File: src/rtl/cam_pkg.sv
// ---------------------------------------------------------------------------
// cam_pkg
// Shared definitions for the DVP camera capture front-end: FSM state
// encoding, byte-per-pixel mode constants and small elaboration-time helpers
// used to size counters and bound the frame-buffer address range.
// ---------------------------------------------------------------------------
package cam_pkg;

  // Capture FSM states
  typedef enum logic [2:0] {
    ST_IDLE,
    ST_WAIT_VS,
    ST_WAIT_VS_END,
    ST_WAIT_HREF,
    ST_CAPTURE,
    ST_LINE_END
  } cam_state_e;

  // Legal BYTES_PER_PIXEL settings
  localparam int BYTE_MODE_1 = 1;
  localparam int BYTE_MODE_2 = 2;

  // Ceiling log2 with a floor of 1 so a degenerate size still yields a legal vector
  function automatic int clog2(input int value);
    int result;
    int remaining;
    result    = 0;
    remaining = value - 1;
    while (remaining > 0) begin
      result++;
      remaining = remaining >> 1;
    end
    if (result < 1) result = 1;
    return result;
  endfunction

  // Number of pixels actually stored per frame after decimation in both axes
  function automatic int pixels_per_frame(input int h, input int v, input int decim);
    return (h / decim) * (v / decim);
  endfunction

endpackage

File: src/rtl/cam_byte_packer.sv
// ---------------------------------------------------------------------------
// cam_byte_packer
// Turns the sensor byte stream into pixels. In 2-byte mode the first byte of
// each pair is held as the high byte and the second completes the pixel; in
// 1-byte mode every byte is a pixel, zero-extended to 16 bits.
//
// Ports:
//   i_pclk          pixel clock
//   i_rst           asynchronous active-high reset
//   i_clear         drop any half-assembled pixel (line end / abort)
//   i_byteValid     i_data carries a byte belonging to the current line
//   i_data          sensor byte
//   o_pixComplete   combinational: this byte completes a pixel
//   o_pixel         assembled pixel, valid while o_pixComplete is high
// ---------------------------------------------------------------------------
module cam_byte_packer
  import cam_pkg::*;
#(
  parameter int BYTES_PER_PIXEL = 2
) (
  input  logic        i_pclk,
  input  logic        i_rst,
  input  logic        i_clear,
  input  logic        i_byteValid,
  input  logic [7:0]  i_data,
  output logic        o_pixComplete,
  output logic [15:0] o_pixel
);

  logic       r_phase;
  logic [7:0] r_hiByte;

  // Byte phase only ever toggles in 2-byte mode; clear wins over a new byte
  always_ff @(posedge i_pclk or posedge i_rst) begin
    if (i_rst) begin
      r_phase  <= 1'b0;
      r_hiByte <= 8'h00;
    end else if (i_clear) begin
      r_phase  <= 1'b0;
    end else if (i_byteValid && (BYTES_PER_PIXEL == BYTE_MODE_2)) begin
      if (!r_phase) r_hiByte <= i_data;
      r_phase <= ~r_phase;
    end
  end

  // Completion is combinational so the parent can register we/pixel on the
  // same edge that samples the last byte
  always_comb begin
    o_pixComplete = 1'b0;
    o_pixel       = 16'h0000;
    if (BYTES_PER_PIXEL == BYTE_MODE_1) begin
      o_pixComplete = i_byteValid && !i_clear;
      o_pixel       = {8'h00, i_data};
    end else begin
      o_pixComplete = i_byteValid && !i_clear && r_phase;
      o_pixel       = {r_hiByte, i_data};
    end
  end

endmodule

File: src/rtl/cam_capture.sv
// ---------------------------------------------------------------------------
// cam_capture
// DVP camera capture front-end. Follows vsync/href, assembles pixels via
// cam_byte_packer, optionally decimates both axes and emits a linear write
// stream into a frame buffer, with frame handshakes and sticky error flags.
//
// Ports:
//   pclk, rst              pixel clock, asynchronous active-high reset
//   enable                 arm capture (sampled in IDLE and at frame end)
//   vsync, href, data      sensor DVP bus
//   we, addr, pixel        frame-buffer write stream (registered)
//   frame_start            pulse on first active href of a frame
//   frame_done             pulse after the last pixel of a complete frame
//   busy                   frame in progress
//   err_short/long/abort   sticky line-length and frame-abort errors
// ---------------------------------------------------------------------------
module cam_capture
  import cam_pkg::*;
#(
  parameter int H_FRAME         = 320,
  parameter int V_FRAME         = 240,
  parameter int BYTES_PER_PIXEL = 2,
  parameter int DECIM           = 1,
  parameter int ADDR_W          = 17,
  parameter bit VSYNC_POL       = 1'b1
) (
  input  logic              pclk,
  input  logic              rst,
  input  logic              enable,
  input  logic              vsync,
  input  logic              href,
  input  logic [7:0]        data,
  output logic              we,
  output logic [ADDR_W-1:0] addr,
  output logic [15:0]       pixel,
  output logic              frame_start,
  output logic              frame_done,
  output logic              busy,
  output logic              err_short,
  output logic              err_long,
  output logic              err_abort
);

  localparam int COL_W        = clog2(H_FRAME + 1);
  localparam int ROW_W        = clog2(V_FRAME);
  localparam int H_OUT        = H_FRAME / DECIM;
  localparam int FRAME_PIXELS = pixels_per_frame(H_FRAME, V_FRAME, DECIM);

  cam_state_e        r_state;
  cam_state_e        w_nextState;
  logic [COL_W-1:0]  r_col;
  logic [ROW_W-1:0]  r_row;
  logic [ADDR_W-1:0] r_nextAddr;
  logic [ADDR_W-1:0] r_rowBase;

  logic        w_vsActive;
  logic        w_lastRow;
  logic        w_lineFull;
  logic        w_abort;
  logic        w_byteValid;
  logic        w_clear;
  logic        w_keepRow;
  logic        w_keepCol;
  logic        w_write;
  logic        w_pixComplete;
  logic [15:0] w_pixel;

  assign w_vsActive = (vsync == VSYNC_POL);
  assign w_lastRow  = (r_row == ROW_W'(V_FRAME - 1));
  assign w_lineFull = (r_col == COL_W'(H_FRAME));

  // A fresh vsync inside the active area restarts capture; once the last row
  // has ended the frame counts as complete and vsync is no longer an abort
  assign w_abort = w_vsActive &&
                   ((r_state == ST_WAIT_HREF) || (r_state == ST_CAPTURE) ||
                    ((r_state == ST_LINE_END) && !w_lastRow));

  // The byte seen together with the rising href is byte 0 of the line;
  // bytes beyond a full line are discarded
  assign w_byteValid = !w_abort && href &&
                       ((r_state == ST_WAIT_HREF) ||
                        ((r_state == ST_CAPTURE) && !w_lineFull));
  assign w_clear     = (r_state == ST_LINE_END) || w_abort;

  assign w_keepRow = ((32'(r_row) % DECIM) == 0);
  assign w_keepCol = ((32'(r_col) % DECIM) == 0);
  assign w_write   = w_pixComplete && w_keepRow && w_keepCol &&
                     (32'(r_nextAddr) < FRAME_PIXELS);

  cam_byte_packer #(
    .BYTES_PER_PIXEL(BYTES_PER_PIXEL)
  ) u_packer (
    .i_pclk        (pclk),
    .i_rst         (rst),
    .i_clear       (w_clear),
    .i_byteValid   (w_byteValid),
    .i_data        (data),
    .o_pixComplete (w_pixComplete),
    .o_pixel       (w_pixel)
  );

  // FSM state register
  always_ff @(posedge pclk or posedge rst) begin
    if (rst) r_state <= ST_IDLE;
    else     r_state <= w_nextState;
  end

  // FSM next-state logic
  always_comb begin
    w_nextState = r_state;
    case (r_state)
      ST_IDLE:        if (enable)      w_nextState = ST_WAIT_VS;
      ST_WAIT_VS:     if (w_vsActive)  w_nextState = ST_WAIT_VS_END;
      ST_WAIT_VS_END: if (!w_vsActive) w_nextState = ST_WAIT_HREF;
      ST_WAIT_HREF: begin
        if (w_abort)   w_nextState = ST_WAIT_VS_END;
        else if (href) w_nextState = ST_CAPTURE;
      end
      ST_CAPTURE: begin
        if (w_abort)    w_nextState = ST_WAIT_VS_END;
        else if (!href) w_nextState = ST_LINE_END;
      end
      ST_LINE_END: begin
        if (w_lastRow)    w_nextState = enable ? ST_WAIT_VS : ST_IDLE;
        else if (w_abort) w_nextState = ST_WAIT_VS_END;
        else              w_nextState = ST_WAIT_HREF;
      end
      default:            w_nextState = ST_IDLE;
    endcase
  end

  // Datapath: write stream, row/col/address bookkeeping, pulses and errors.
  // An abort is applied last so it overrides any bookkeeping in that cycle.
  always_ff @(posedge pclk or posedge rst) begin
    if (rst) begin
      we          <= 1'b0;
      addr        <= '0;
      pixel       <= 16'h0000;
      frame_start <= 1'b0;
      frame_done  <= 1'b0;
      busy        <= 1'b0;
      err_short   <= 1'b0;
      err_long    <= 1'b0;
      err_abort   <= 1'b0;
      r_col       <= '0;
      r_row       <= '0;
      r_nextAddr  <= '0;
      r_rowBase   <= '0;
    end else begin
      we          <= 1'b0;
      frame_start <= 1'b0;
      frame_done  <= 1'b0;

      if (w_write) begin
        we         <= 1'b1;
        addr       <= r_nextAddr;
        pixel      <= w_pixel;
        r_nextAddr <= r_nextAddr + ADDR_W'(1);
      end
      if (w_pixComplete) r_col <= r_col + COL_W'(1);

      case (r_state)
        ST_WAIT_VS: if (w_vsActive) busy <= 1'b1;
        ST_WAIT_HREF: begin
          if (!w_abort && href && (r_row == '0)) begin
            frame_start <= 1'b1;
            err_short   <= 1'b0;
            err_long    <= 1'b0;
            err_abort   <= 1'b0;
          end
        end
        ST_CAPTURE: begin
          if (!w_abort) begin
            if (href && w_lineFull)   err_long  <= 1'b1;
            if (!href && !w_lineFull) err_short <= 1'b1;
          end
        end
        ST_LINE_END: begin
          if (w_lastRow) begin
            frame_done <= 1'b1;
            busy       <= 1'b0;
            r_row      <= '0;
            r_col      <= '0;
            r_nextAddr <= '0;
            r_rowBase  <= '0;
            addr       <= '0;
          end else begin
            r_row <= r_row + ROW_W'(1);
            r_col <= '0;
            // Re-align from the row base so a short line cannot shift later rows
            if (w_keepRow) begin
              r_rowBase  <= r_rowBase + ADDR_W'(H_OUT);
              r_nextAddr <= r_rowBase + ADDR_W'(H_OUT);
            end
          end
        end
        default: ;
      endcase

      if (w_abort) begin
        err_abort  <= 1'b1;
        r_row      <= '0;
        r_col      <= '0;
        r_nextAddr <= '0;
        r_rowBase  <= '0;
        addr       <= '0;
      end
    end
  end

endmodule

File: config.mk
export PLATFORM = sky130hd
export DESIGN_NAME = cam_capture
export DESIGN_NICKNAME = d
export VERILOG_FILES = /design/src/rtl/cam_pkg.sv /design/src/rtl/cam_byte_packer.sv /design/src/rtl/cam_capture.sv
export SDC_FILE = /design/constraint.sdc
export NUM_CORES = 1
export LEC_CHECK = 0
export CORE_MARGIN = 4
export CORE_UTILIZATION = 57
export DETAILED_ROUTE_END_ITERATION = 6
export PLACE_DENSITY = 0.86
export SLEW_MARGIN = 25
export SYNTH_ARGS = -nofsm -noshare
export SYNTH_HDL_FRONTEND = slang
export SYNTH_SLANG_ARGS = --single-unit
export TNS_END_PERCENT = 30
File: constraint.sdc
create_clock -name pclk -period 4.5 [get_ports pclk]
set_clock_uncertainty 0.2 [all_clocks]
set_input_delay 0.9 -clock pclk [delete_from_list [all_inputs] [get_ports pclk]]
set_output_delay 0.9 -clock pclk [all_outputs]
set_load 0.02 [all_outputs]
==> reports/metrics.cfg <==
[final_layout]
drive_above_1_share_pct=9.22
fill_cells=675
layout.nets=600
antenna_cells=0
finalInstanceArea_um2=5830
syn2layout_area_growth_pct=15.4

[clock_network]
numCtsBuffers=9
cts_sinks=103
ctsResizeCount=0
clkLatencyLatePin_ns=0.37
clockBufferDepth=2
cts_setup_buffers=0
htreeDepth=3
path_clk_slew_ns=0.10
tritoncts=done
cts-root-buf=clkbuf_8
hold_buffers=0

[die]
top_level_ports=53
fp.dieW_um=102
coreArea_um2=8680
die_y_um=102
rows=34
start_util_pct=58.2
die-area_um2=10400

[setup_path]
r2r_slack_ns=1.43
crit_type=input pin to flip-flop
required_ns=4.53
r2r-start=r_state[2]$_DFFE_PP0P_
rr_endpoint=r_nextAddr[0]$_DFFE_PP0P_
critPathMaxFanout=35
worst_setup_path_start_kind=input pin
rr_worst_depth=6
cp.arrival_ns=3.45
crit_path_end_kind=flip-flop

[global_routing]
grt_use_met3_pct=3.48
met2_usage_pct=38.6
grt_max_degree=66
grt_pass1_wl_um=20100
top_usage_layer=met2
grt_util_all_layers_pct=24.2
antenna_found_initial=0
grt_pass1_vias=4178
grt-ovfl-total=0
use_met1_pct=32.9

[detailed_routing]
drt_iter0_markers=313
avgViaCountPerCell=6.08
drtPass1Iterations=5
vias=4219
wirelength_um=11700
ant_nets=0
wl_per_cell_um=16.9
drcViolationCount=0

[synthesis]
synth_area_leader_cell=dfrtp_1
yosys-top-cells-count=nand2_1, dfrtp_1, a21oi_1, nor2_1, o21ai_0
ys_types=65
synth_top_area_share_pct=51.0
avgSynthCellArea_um2=9.43
yosysSeqAreaShare_pct=51.0
synth_edf_count=0
syn-num-nets=555
syn_area_um2=5050
synth.most_common_cell=nand2_1
ys_ff_latch=103
ys.flop_type=dfrtp_1
synthCells=536
synthArstFlopShare_pct=100
ys_top_cells_by_area=dfrtp_1, nand2_1, a21oi_1
yosys_warnings=0

[timing]
relSlewSlack_pct=46.9
slew_violations=0
fmax_mhz=292
tightest_slew_ns=0.795
setup-tns-final_ns=0
post-route-period-util_pct=76.0
setup_viol=0
whs_ns=0.277
rsz0062_at_grt=no
min_period_ns=3.42
hold_violations=0

[power_and_ir_drop]
pwr_density_cell_nw_per_um2=497
p_clk_share_pct=20.9
peakVddDrop_uv=248
power_frac_seq_pct=46.7
cellInternalPower_w=0.00181
power_w=0.00290
p_sw_share_pct=37.6
power_frac_comb_pct=32.5
p_leak_nw=2.58
switching_power_w=0.00109

[place]
dpl_cell_area_um2=5630
dp_hpwl_um=8190
io_buffers=52
gp_congestion=0.940

[hold_path]
min_path_type=flip-flop to flip-flop
worstHoldStart=u_packer.r_hiByte[1]$_DFFE_PP0P_
hold_depth=2
min_to=pixel[9]$_DFFE_PP0P_

[job]
max-cap-violations=0

[status]
status=finished, final reports clean

==> routing by layer <==
metal	vias up	part of all wire (%)	routed length [µm]
met4	0	3.0	349
met2	159	48	5660
met3	36	6.2	732
met1	2063	42	4980
li1	1961	-	-
met5	-	0	0
==> placed cells by master (no fill, tap or decap), types with 3 or more instances in the layout <==
cell type	instances
nor4_1	3
inv_6	4
ha_1	6
xnor2_1	11
and2_1	7
nor2_1	43
o21ai_1	3
o21a_1	6
nor2b_1	3
buf_4	11
nand2b_1	3
nor3_1	11
o221a_2	3
a31oi_1	7
clkbuf_8	9
or3_1	3
xor2_1	12
nand4_1	9
mux2_2	8
a21oi_1	51
o31ai_1	5
clkdlybuf4s50_1	52
o21ai_0	22
nand3_1	16
inv_1	9
and3_1	5
a211oi_1	3
dfrtp_1	103
nand2_1	109
==> worst max-delay path, cell delays in order <==
cell and delay (ns):
clkdlybuf4s50_1 0.50, nand2b_1 0.19, and2b_1 0.25, a22o_2 0.39
nand2_4 0.34, clkinv_2 0.48, xnor2_1 0.31, o21ai_1 0.08
==> layout make-up <==
class	count	area, µm²	share of cell area, %
well taps	108	135	2.32
repair buffers	63	603	10.3
clock buffers	9	124	2.12
inverters	11	45.0	0.772
flip-flops and latches	103	2580	44.2
clock inverters	7	78.8	1.35
multi-input cells	393	2270	38.9
==> stage by stage <==
stage / cells / setup WS [ns] / utilization, %
after floorplan: 536 / 0.696 / -
after global placement: 678 / 0.829 / 64.9
after detailed placement: 678 / 0.718 / 64.9
after CTS: 694 / 1.08 / 67.2
after global routing: 694 / 0.846 / 67.2
final: 694 / 1.08 / 67.2
==> flip-flops by register name, summed over array words and instances (netlist names) <==
signal,cells
err_abort,1
err_short,1
err_long,1
addr,17
r_state,3
u_packer.r_hiByte,8
busy,1
r_nextAddr,17
frame_done,1
r_row,8
we,1
frame_start,1
pixel,16
r_col,9
u_packer.r_phase,1
r_rowBase,17
==> power groups by stage <==
stage	clock, W	combinational, W	sequential, W
global route	0.000659	0.00104	0.00138
global placement	0	0.000907	0.00135
floorplan	0	0.000544	0.00139
finish	0.000604	0.000941	0.00135
CTS	0.000612	0.000943	0.00135
detailed placement	0	0.000937	0.00137
==> cell families (layout without fill, tap and decap cells) <==
family                     Yosys count  count (layout)  synth area share, %
xor gates and xnor gates            23              23                 3.99
muxes                                9               9                 1.98
DFF                                103             103                 51.0
AOI/OAI and AO/OA                  125             125                 16.1
buffers and inverters               40              90                 4.06
and+or+nand+nor                    230             230                 21.3
adders and majority gates            6               6                 1.49
==> worst max-delay path by stage <==
| stage | start | endpoint | slack (ns) |
|---|---|---|---|
| detailed placement | href | r_nextAddr[0]$_DFFE_PP0P_ | 0.72 |
| global route | href | r_nextAddr[0]$_DFFE_PP0P_ | 0.85 |
| global placement | href | r_nextAddr[0]$_DFFE_PP0P_ | 0.83 |
| finish | href | r_nextAddr[0]$_DFFE_PP0P_ | 1.08 |
| floorplan | rst | addr[0]$_DFF_PP0_ | 0.70 |
| CTS | href | r_nextAddr[0]$_DFFE_PP0P_ | 1.08 |
(Power assumes the default switching activity.)
